`config.mk`:
```
export PLATFORM = sky130hd
export DESIGN_NAME = main_fsm_flat
export DESIGN_NICKNAME = d
export VERILOG_FILES = /design/src/rtl/main_fsm_if.sv /design/src/rtl/main_fsm.sv /design/src/flat_wrapper.sv
export SDC_FILE = /design/constraint.sdc
export NUM_CORES = 1
export LEC_CHECK = 0
export ABC_AREA = 1
export CELL_PAD_IN_SITES_DETAIL_PLACEMENT = 1
export CELL_PAD_IN_SITES_GLOBAL_PLACEMENT = 1
export CORE_MARGIN = 2
export CORE_UTILIZATION = 23
export DETAILED_ROUTE_END_ITERATION = 7
export HOLD_SLACK_MARGIN = 0.1
export PLACE_DENSITY = 0.78
export SLEW_MARGIN = 10
export SYNTH_ARGS = -nofsm -noshare
export SYNTH_HDL_FRONTEND = slang
export SYNTH_SLANG_ARGS = --single-unit
```
`constraint.sdc`:
```
create_clock -name clk -period 1.9 [get_ports clk]
set_input_delay 0.475 -clock clk [delete_from_list [all_inputs] [get_ports clk]]
set_output_delay 0.475 -clock clk [all_outputs]
set_load 0.01 [all_outputs]
```
`src/rtl/main_fsm_if.sv`:
```
// main_fsm_if -- control bundle between the RV32I multi-cycle control FSM and
// the datapath / shared memory.
//
//   master : the control FSM. Consumes opcode and mem_ready and drives every
//            strobe, select and debug output.
//   slave  : datapath and memory side (the mirror image of master).
//
// Signals
//   opcode        7  instr[6:0] from the instruction register
//   mem_ready     1  memory completes the current access this cycle
//   mem_req       1  memory access requested
//   PCUpdate      1  PC load enable
//   Branch        1  conditional PC load (qualified by the datapath compare)
//   IRWrite       1  instruction register / OldPC load
//   RegWrite      1  register file write
//   MemWrite      1  memory write
//   AdrSrc        1  memory address select (0 PC, 1 Result)
//   ResultSrc     2  00 ALUOut, 01 Data, 10 ALUResult
//   ALUSrcA       2  00 PC, 01 OldPC, 10 A
//   ALUSrcB       2  00 B, 01 ImmExt, 10 constant 4
//   ALUOp         2  00 add, 01 sub/compare, 10 funct decode, 11 pass SrcB
//   instr_retired 1  one-cycle pulse on instruction completion
//   state_dbg     4  current state encoding
interface main_fsm_if;
   logic [6:0] opcode;
   logic       mem_ready;
   logic       mem_req;
   logic       PCUpdate;
   logic       Branch;
   logic       IRWrite;
   logic       RegWrite;
   logic       MemWrite;
   logic       AdrSrc;
   logic [1:0] ResultSrc;
   logic [1:0] ALUSrcA;
   logic [1:0] ALUSrcB;
   logic [1:0] ALUOp;
   logic       instr_retired;
   logic [3:0] state_dbg;

   modport master (
      input  opcode, mem_ready,
      output mem_req, PCUpdate, Branch, IRWrite, RegWrite, MemWrite, AdrSrc,
             ResultSrc, ALUSrcA, ALUSrcB, ALUOp, instr_retired, state_dbg
   );

   modport slave (
      output opcode, mem_ready,
      input  mem_req, PCUpdate, Branch, IRWrite, RegWrite, MemWrite, AdrSrc,
             ResultSrc, ALUSrcA, ALUSrcB, ALUOp, instr_retired, state_dbg
   );
endinterface

```
`src/rtl/main_fsm.sv`:
```
// main_fsm -- multi-cycle control state machine for the RV32I core.
//
// Sequences each instruction through fetch, decode, execute, memory and
// writeback and drives every datapath select and write enable. Memory accesses
// use a request/ready handshake so a shared instruction/data memory can stall
// the machine in FETCH, MEMREAD and MEMWRITE.
//
// Ports
//   clk  in   rising-edge clock
//   rst  in   asynchronous active-high reset; forces FETCH and masks strobes
//   bus  main_fsm_if.master  opcode/mem_ready in, strobes/selects/debug out
//
// Build option
//   MAIN_FSM_ILLEGAL_TRAP_EN  defined: unknown opcode locks into ERROR until
//                             reset. Undefined: unknown opcode retires as NOP.
module main_fsm (
   input  logic       clk,
   input  logic       rst,
   main_fsm_if.master bus
);

   typedef enum logic [3:0] {
      S_FETCH    = 4'd0,
      S_DECODE   = 4'd1,
      S_MEMADR   = 4'd2,
      S_MEMREAD  = 4'd3,
      S_MEMWB    = 4'd4,
      S_MEMWRITE = 4'd5,
      S_EXECUTER = 4'd6,
      S_EXECUTEI = 4'd7,
      S_ALUWB    = 4'd8,
      S_BEQ      = 4'd9,
      S_JALR     = 4'd10,
      S_JAL      = 4'd11,
      S_LUI      = 4'd12,
      S_ERROR    = 4'd13
   } state_t;

   localparam logic [6:0] OP_LOAD  = 7'b0000011;
   localparam logic [6:0] OP_STORE = 7'b0100011;
   localparam logic [6:0] OP_RTYPE = 7'b0110011;
   localparam logic [6:0] OP_ITYPE = 7'b0010011;
   localparam logic [6:0] OP_BEQ   = 7'b1100011;
   localparam logic [6:0] OP_JAL   = 7'b1101111;
   localparam logic [6:0] OP_JALR  = 7'b1100111;
   localparam logic [6:0] OP_LUI   = 7'b0110111;
   localparam logic [6:0] OP_AUIPC = 7'b0010111;

   state_t     state, next;
   logic       mem_req_c, pcupdate_c, branch_c, irwrite_c;
   logic       regwrite_c, memwrite_c, adrsrc_c;
   logic [1:0] resultsrc_c, alusrca_c, alusrcb_c, aluop_c;

   always_ff @(posedge clk or posedge rst) begin
      if (rst) state <= S_FETCH;
      else     state <= next;
   end

   always_comb begin
      next        = state;
      mem_req_c   = 1'b0;
      pcupdate_c  = 1'b0;
      branch_c    = 1'b0;
      irwrite_c   = 1'b0;
      regwrite_c  = 1'b0;
      memwrite_c  = 1'b0;
      adrsrc_c    = 1'b0;
      resultsrc_c = 2'b00;
      alusrca_c   = 2'b00;
      alusrcb_c   = 2'b00;
      aluop_c     = 2'b00;
      case (state)
         S_FETCH: begin
            // PC+4 is formed while the instruction is read; the IR and PC
            // only load in the cycle memory actually returns the word.
            mem_req_c   = 1'b1;
            alusrcb_c   = 2'b10;
            resultsrc_c = 2'b10;
            if (bus.mem_ready) begin
               irwrite_c  = 1'b1;
               pcupdate_c = 1'b1;
               next       = S_DECODE;
            end
         end
         S_DECODE: begin
            // OldPC+imm lands in ALUOut: the branch/JAL target and the
            // complete AUIPC result.
            alusrca_c = 2'b01;
            alusrcb_c = 2'b01;
            case (bus.opcode)
               OP_LOAD, OP_STORE: next = S_MEMADR;
               OP_RTYPE:          next = S_EXECUTER;
               OP_ITYPE:          next = S_EXECUTEI;
               OP_BEQ:            next = S_BEQ;
               OP_JAL:            next = S_JAL;
               OP_JALR:           next = S_JALR;
               OP_LUI:            next = S_LUI;
               OP_AUIPC:          next = S_ALUWB;
`ifdef MAIN_FSM_ILLEGAL_TRAP_EN
               default:           next = S_ERROR;
`else
               default:           next = S_FETCH;
`endif
            endcase
         end
         S_MEMADR: begin
            alusrca_c = 2'b10;
            alusrcb_c = 2'b01;
            next      = (bus.opcode == OP_LOAD) ? S_MEMREAD : S_MEMWRITE;
         end
         S_MEMREAD: begin
            mem_req_c = 1'b1;
            adrsrc_c  = 1'b1;
            if (bus.mem_ready) next = S_MEMWB;
         end
         S_MEMWB: begin
            resultsrc_c = 2'b01;
            regwrite_c  = 1'b1;
            next        = S_FETCH;
         end
         S_MEMWRITE: begin
            mem_req_c  = 1'b1;
            adrsrc_c   = 1'b1;
            memwrite_c = 1'b1;
            if (bus.mem_ready) next = S_FETCH;
         end
         S_EXECUTER: begin
            alusrca_c = 2'b10;
            aluop_c   = 2'b10;
            next      = S_ALUWB;
         end
         S_EXECUTEI: begin
            alusrca_c = 2'b10;
            alusrcb_c = 2'b01;
            aluop_c   = 2'b10;
            next      = S_ALUWB;
         end
         S_ALUWB: begin
            regwrite_c = 1'b1;
            next       = S_FETCH;
         end
         S_BEQ: begin
            alusrca_c = 2'b10;
            aluop_c   = 2'b01;
            branch_c  = 1'b1;
            next      = S_FETCH;
         end
         S_JALR: begin
            alusrca_c = 2'b10;
            alusrcb_c = 2'b01;
            next      = S_JAL;
         end
         S_JAL: begin
            // PC loads the target held in ALUOut while the ALU forms the
            // link value OldPC+4 for ALUWB.
            alusrca_c  = 2'b01;
            alusrcb_c  = 2'b10;
            pcupdate_c = 1'b1;
            next       = S_ALUWB;
         end
         S_LUI: begin
            alusrcb_c = 2'b01;
            aluop_c   = 2'b11;
            next      = S_ALUWB;
         end
`ifdef MAIN_FSM_ILLEGAL_TRAP_EN
         S_ERROR: next = S_ERROR;
`endif
         default: next = S_FETCH;
      endcase
   end

   // Strobes are masked by rst directly so none fires in the cycle reset
   // rises, before the asynchronous state change propagates.
   assign bus.mem_req       = mem_req_c  & ~rst;
   assign bus.PCUpdate      = pcupdate_c & ~rst;
   assign bus.Branch        = branch_c   & ~rst;
   assign bus.IRWrite       = irwrite_c  & ~rst;
   assign bus.RegWrite      = regwrite_c & ~rst;
   assign bus.MemWrite      = memwrite_c & ~rst;
   assign bus.AdrSrc        = adrsrc_c;
   assign bus.ResultSrc     = resultsrc_c;
   assign bus.ALUSrcA       = alusrca_c;
   assign bus.ALUSrcB       = alusrcb_c;
   assign bus.ALUOp         = aluop_c;
   assign bus.instr_retired = (next == S_FETCH) && (state != S_FETCH) && !rst;
   assign bus.state_dbg     = state;

endmodule

```
`src/flat_wrapper.sv`:
```
// flat-port wrapper written by rule: the top's interface ports become plain ports
module main_fsm_flat 
  (clk, rst, bus_opcode, bus_mem_ready, bus_mem_req, bus_PCUpdate, bus_Branch, bus_IRWrite, bus_RegWrite, bus_MemWrite, bus_AdrSrc, bus_ResultSrc, bus_ALUSrcA, bus_ALUSrcB, bus_ALUOp, bus_instr_retired, bus_state_dbg);
  main_fsm_if bus_i ();
  input  logic clk;
  input  logic rst;
  input wire logic [$bits(bus_i.opcode)-1:0] bus_opcode;
  input wire logic [$bits(bus_i.mem_ready)-1:0] bus_mem_ready;
  output wire logic [$bits(bus_i.mem_req)-1:0] bus_mem_req;
  output wire logic [$bits(bus_i.PCUpdate)-1:0] bus_PCUpdate;
  output wire logic [$bits(bus_i.Branch)-1:0] bus_Branch;
  output wire logic [$bits(bus_i.IRWrite)-1:0] bus_IRWrite;
  output wire logic [$bits(bus_i.RegWrite)-1:0] bus_RegWrite;
  output wire logic [$bits(bus_i.MemWrite)-1:0] bus_MemWrite;
  output wire logic [$bits(bus_i.AdrSrc)-1:0] bus_AdrSrc;
  output wire logic [$bits(bus_i.ResultSrc)-1:0] bus_ResultSrc;
  output wire logic [$bits(bus_i.ALUSrcA)-1:0] bus_ALUSrcA;
  output wire logic [$bits(bus_i.ALUSrcB)-1:0] bus_ALUSrcB;
  output wire logic [$bits(bus_i.ALUOp)-1:0] bus_ALUOp;
  output wire logic [$bits(bus_i.instr_retired)-1:0] bus_instr_retired;
  output wire logic [$bits(bus_i.state_dbg)-1:0] bus_state_dbg;
  assign bus_i.opcode = bus_opcode;
  assign bus_i.mem_ready = bus_mem_ready;
  assign bus_mem_req = bus_i.mem_req;
  assign bus_PCUpdate = bus_i.PCUpdate;
  assign bus_Branch = bus_i.Branch;
  assign bus_IRWrite = bus_i.IRWrite;
  assign bus_RegWrite = bus_i.RegWrite;
  assign bus_MemWrite = bus_i.MemWrite;
  assign bus_AdrSrc = bus_i.AdrSrc;
  assign bus_ResultSrc = bus_i.ResultSrc;
  assign bus_ALUSrcA = bus_i.ALUSrcA;
  assign bus_ALUSrcB = bus_i.ALUSrcB;
  assign bus_ALUOp = bus_i.ALUOp;
  assign bus_instr_retired = bus_i.instr_retired;
  assign bus_state_dbg = bus_i.state_dbg;
  main_fsm u_core (.clk(clk), .rst(rst), .bus(bus_i));
endmodule
```
# ---- Word level (Yosys, flattened, before mapping)
# Cells that the tools add are included.
dict set report word_totals {
  ff_bits 4
  inputBits 10
  out_inout_bits 20
  word_cells 63
}
dict set report op_classes {
  n_eq_ne 21
  n_mux 18
  bitwise 7
  n_reduce_logical 16
}
# cell count
set ops {}
lappend ops {{one-hot mux 4 bit (8 select lines)} 1}
lappend ops {{one-hot mux 4 bit (7 select lines)} 1}
lappend ops {{== test 7 x 6 -> 1 bit, second input constant} 3}
lappend ops {{== test 7 bit, second input constant} 3}
lappend ops {{== test 4 bit, second input constant} 5}
lappend ops {{== test 4 x 3 -> 1 bit, second input constant} 4}
lappend ops {{== test 7 x 5 -> 1 bit, second input constant} 2}
lappend ops {{two-way mux 4 bit} 3}
lappend ops {{one-hot mux 2 bit (2 select lines)} 3}
lappend ops {{OR reduction 2 bit} 6}
lappend ops {{OR reduction 5 bit} 2}
lappend ops {{== test 4 x 2 -> 1 bit, second input constant} 2}
lappend ops {{zero test 4 bit} 2}
lappend ops {{== test 7 x 2 -> 1 bit, second input constant} 1}
lappend ops {{two-way mux 1 bit} 7}
lappend ops {{AND 1 bit} 6}
lappend ops {{one-hot mux 2 bit (3 select lines)} 1}
lappend ops {{== test 4 x 1 -> 1 bit, second input constant} 1}
lappend ops {{nonzero test 4 bit} 1}
lappend ops {{OR reduction 4 bit} 1}
lappend ops {{two-way mux 3 bit} 1}
lappend ops {{OR reduction 3 bit} 1}
lappend ops {{logical AND 1 bit} 2}
lappend ops {{one-hot mux 1 bit (2 select lines)} 1}
lappend ops {{2 further kinds} 2}

# ---- Logic depth before layout (Yosys ltp)
dict set report depth {
  word_depth 7
  ltp_mapped 11
  depth_no_buf 11
}

# ---- Worst setup path after synthesis
# OpenSTA, ideal clock, no wires.
dict set report synth_path {
  path_kind {register to output}
  start {reg u_core.state[2] (netlist: u_core.bus.state_dbg[2])}
  end {out bus_instr_retired}
  t_arrival_ps 1247
  t_required_ps 1425
  setup_slack_ps 178
  stages_incl_launch_ff 7
  path_buffers 0
  cell_sequence {dfrtp_1 -> inv_1 -> nor2_1 -> or2_0 -> a21oi_1 -> nand3_1 -> nor2_1}
}
dict set report synth_between {
  elab_chain_len 6
  elab_cells_between_ends 19
  cone_classes {9 x eq/ne; 4 x mux; 6 x reduce/logical}
}
# item line
set synth_rtl {}
lappend synth_rtl {{from (decl)} main_fsm.sv:49} ;# state_t state, next;
lappend synth_rtl {{from (signal assigned)} main_fsm.sv:56} ;# else state <= next;
lappend synth_rtl {{== test 4 x 3 -> 1 bit or == test 4 bit (tied branches)} main_fsm.sv:72} ;# case (state)
lappend synth_rtl {{OR reduction 4 bit (no line)} n/a}
lappend synth_rtl {{one-hot mux 4 bit (7 select lines)} main_fsm.sv:72}
lappend synth_rtl {{zero test 4 bit} main_fsm.sv:186} ;# assign bus.instr_retired = (next == S_FETCH) && (state != S_FETCH) && !rst;
lappend synth_rtl {{logical AND 1 bit * (2 in a row)} main_fsm.sv:186}
lappend synth_rtl {{to (decl)} flat_wrapper.sv:20} ;# output wire logic [$bits(bus_i.instr_retired)-1:0] bus_instr_retired;
# Mark *: on every way between the ends. The rest lies on a longest branch, timed or not.

# ---- Worst setup path in the final report
dict set report layout_path {
  start {reg u_core.state[0] (netlist: u_core.bus.state_dbg[0])}
  end {out bus_instr_retired}
}
dict set report layout_between {
  elab_chain_len 6
  elab_cells_between_ends 19
  cone_classes {9 x eq/ne; 4 x mux; 6 x reduce/logical}
}
# item line
set layout_rtl {}
lappend layout_rtl {{== test 4 x 3 -> 1 bit or == test 4 bit (tied branches)} main_fsm.sv:72}
lappend layout_rtl {{OR reduction 4 bit (no line)} n/a}
lappend layout_rtl {{one-hot mux 4 bit (7 select lines) *} main_fsm.sv:72}
lappend layout_rtl {{net u_core.next[2]} main_fsm.sv:49}
lappend layout_rtl {{zero test 4 bit *} main_fsm.sv:186}
lappend layout_rtl {{logical AND 1 bit * (2 in a row)} main_fsm.sv:186}
# Mark *: on every way through the listed nets, which the timed path passes. The rest lies on a longest branch.

==> reports/results.ini <==
[floorplan]
rows=17
design.die.area_mm2=0.00277
start_util=0.244
pin_count=30
fp.dieW_um=52.6
die_height_um=52.6
design.core.area_mm2=0.00223

[synthesis]
yosysWarnings=0
synth_cell_types=18
synthFlopType=dfrtp_1
synth-edff-count=0
ys_top_cells_by_area=nand2_1 25%, dfrtp_1 18%, nor2_1 15%, inv_1 12%, nand3_1 8.3%
syn_inst=106
ys_ff_latch=4
avgSynthCellArea_um2=5.13
async_flop_share=1.00
yosysMostFrequentCell=nand2_1
ys_seq_area_frac=0.184
synthTopCellsByCount=36 x nand2_1, 22 x nor2_1, 18 x inv_1, 9 x nand3_1, 4 x dfrtp_1
synth_top_area_cell=nand2_1
synth_nets=116
netlist_area_um2=544
netlist.area_leader.share=0.248

[global_route]
grt_first_pass_wirelength_um=4430
grt_pass1_vias=949
antenna_found_initial=0
grt_max_degree=6
grtUsageTotal=0.222
grt-ovfl-total=0

[drt]
wl_per_cell_um=19.9
firstDrtPassIters=4
ant_nets=0
wl_met2_um=2180
drt_iter0_drc=10
routed_via_density=4.91
highest_layer=met4
routed_wl_um=4240
met1_length_um=1600
drc=0
num_vias=1046
wl_met3_um=236

[run_status]
status=complete, but fails checks
violations=setup timing

[setup_path]
reg2reg_depth=8
critical_path.max_fanout=5
cpMaxStageDelayCell=dfrtp_2
max_stage_delay_ns=0.47
crit_buf_inv=2
start_kind=flip-flop
crit_required_ns=1.42
rr_startpoint=u_core.bus.state_dbg[0]
cp_top_family=simple AND/OR/NAND/NOR gates
r2r_end=u_core.bus.state_dbg[0]
crit_type=flip-flop to output port
worstPathCellList=buf_6, nor2_4, nand2_2, nor2_2, nor2_1, nand2_1, nor2_1, nand2_1, nor2_1, buf_2
cp.arrival_ns=1.67
endpoint_kind=output port
rrSetupSlack_ns=0.42
worst_path_most_repeated_cell=nor2_1

[cts]
htreeDepth=1
cts.reportedPaths.clkPinSlew_ns=0.04
cts_tree=built
insertion_delay_ns=0.25
numCtsBuffers=3
clockRootBuffer=clkbuf_4
cts_buffer_depth=2
cts_sinks=4

[timing]
fin_hold_ws_ns=0.461
fin_crit_ns=2.15
maxSlewViolCount=0
worst_pin_slew_ns=0.269
max_clock_freq_mhz=466
relSlewSlack=0.820
timing.final.crit_share=1.13
hold_violations=0
setup_viol_count_final=14
rsz0062_at_grt=true
setup_ws_ns=-0.247
skew_ns=0.00328

[power]
p_per_area_mw_per_mm2=407
vdd_ir_drop_max_v=0.000267
finalPower_mw=0.586
leakage_nw=0.839
p_int_mw=0.346
pwr-share-comb=0.622
seq_power_share=0.176
switching_share=0.410
p_sw_mw=0.241
pwr-share-clk=0.201

[layout]
antennaDiodeCount=0
area_delta_synth_final_pct=165
largest_reg_flops=4
drive_above_1_share=0.681
nNetsFinal=197

[hold_path]
min_path_type=input port to async pin

[job]
maxCapViolations=0

[place]
port-buffer-count=29
dp_hpwl_um=1950
gp_congestion=0.908

## power by group through the flow
stage	clock [mW]	combinational, mW	sequential, mW
after CTS	0.103	0.276	0.102
after global placement	0	0.244	0.0976
final	0.118	0.365	0.103
after global routing	0.118	0.385	0.104
after detailed placement	0	0.252	0.0983
after floorplan	0	0.0820	0.101
## cells by family after synthesis
family,synth area share
compound gates,0.0621
buf+inv,0.131
flops,0.184
simple gates,0.623
## layer usage
metal | vias up | global-route usage
li1 | 489 | -
met1 | 485 | 0.237
met2 | 54 | 0.450
met3 | 18 | 0.00571
met4 | 0 | 0.0812
met5 | - | 0
## metrics by stage
stage / cell area (um^2) / std cells / util / setup TNS [ns] / worst slack [ns]
final: 1440 / 213 / 0.645 / -1.74 / -0.247
after global routing: 1440 / 213 / 0.645 / -2.38 / -0.347
after CTS: 1220 / 203 / 0.548 / -0.384 / -0.223
after detailed placement: 1090 / 192 / 0.487 / -5.24 / -0.891
after global placement: 1090 / 192 / 0.487 / -4.86 / -0.826
after floorplan: 544 / 106 / - / 0 / 0.178
## worst min-delay path, delay by kind of cell
family | cells | cell delay, ns
buffers and inverters | 3 | 0.55
## area by class of cell
cell class | instances | area, um^2
Timing Repair Buffer | 76 | 624
Multi-Input combinational cell | 83 | 574
Inverter | 19 | 78.8
Sequential cell | 4 | 105
Clock buffer | 3 | 22.5
Tap cell | 28 | 35.0
Fill cell | 285 | 793
## worst max-delay path by stage
stage / start / to / slack, ns / cells past startpoint
after floorplan: u_core.bus.state_dbg[2] / bus_instr_retired / 0.18 / 6
after global placement: bus_opcode[3] / bus_instr_retired / -0.83 / 10
after detailed placement: bus_opcode[3] / bus_instr_retired / -0.89 / 11
after CTS: bus_opcode[0] / bus_instr_retired / -0.22 / 13
after global routing: bus_mem_ready / bus_instr_retired / -0.35 / 10
final: u_core.bus.state_dbg[0] / bus_instr_retired / -0.25 / 10
## what timing repair did
action	4_1_cts	5_1_grt
buffers inserted	9	10
hold buffers	0	0
gates cloned	0	0
gates resized for setup	118	57
endpoints found under the setup margin	16	17
pin swaps	22	22
## layout by cell type, fill, tap and decap left out, drive strengths merged
cell,count
nand3,10
clkbuf,7
dfrtp,4
clkdlybuf4s50,2
nand2,36
a31oi,1
nor2,23
dlymetal6s2s,1
buf,63
nand3b,1
a21oi,3
dlygate4sd2,2
clkdlybuf4s15,4
inv,19
o21ai,1
o21a,1
nor3,2
or2,1
nand4,3
and3,1
Note: power is estimated with default switching activity, not from simulation.
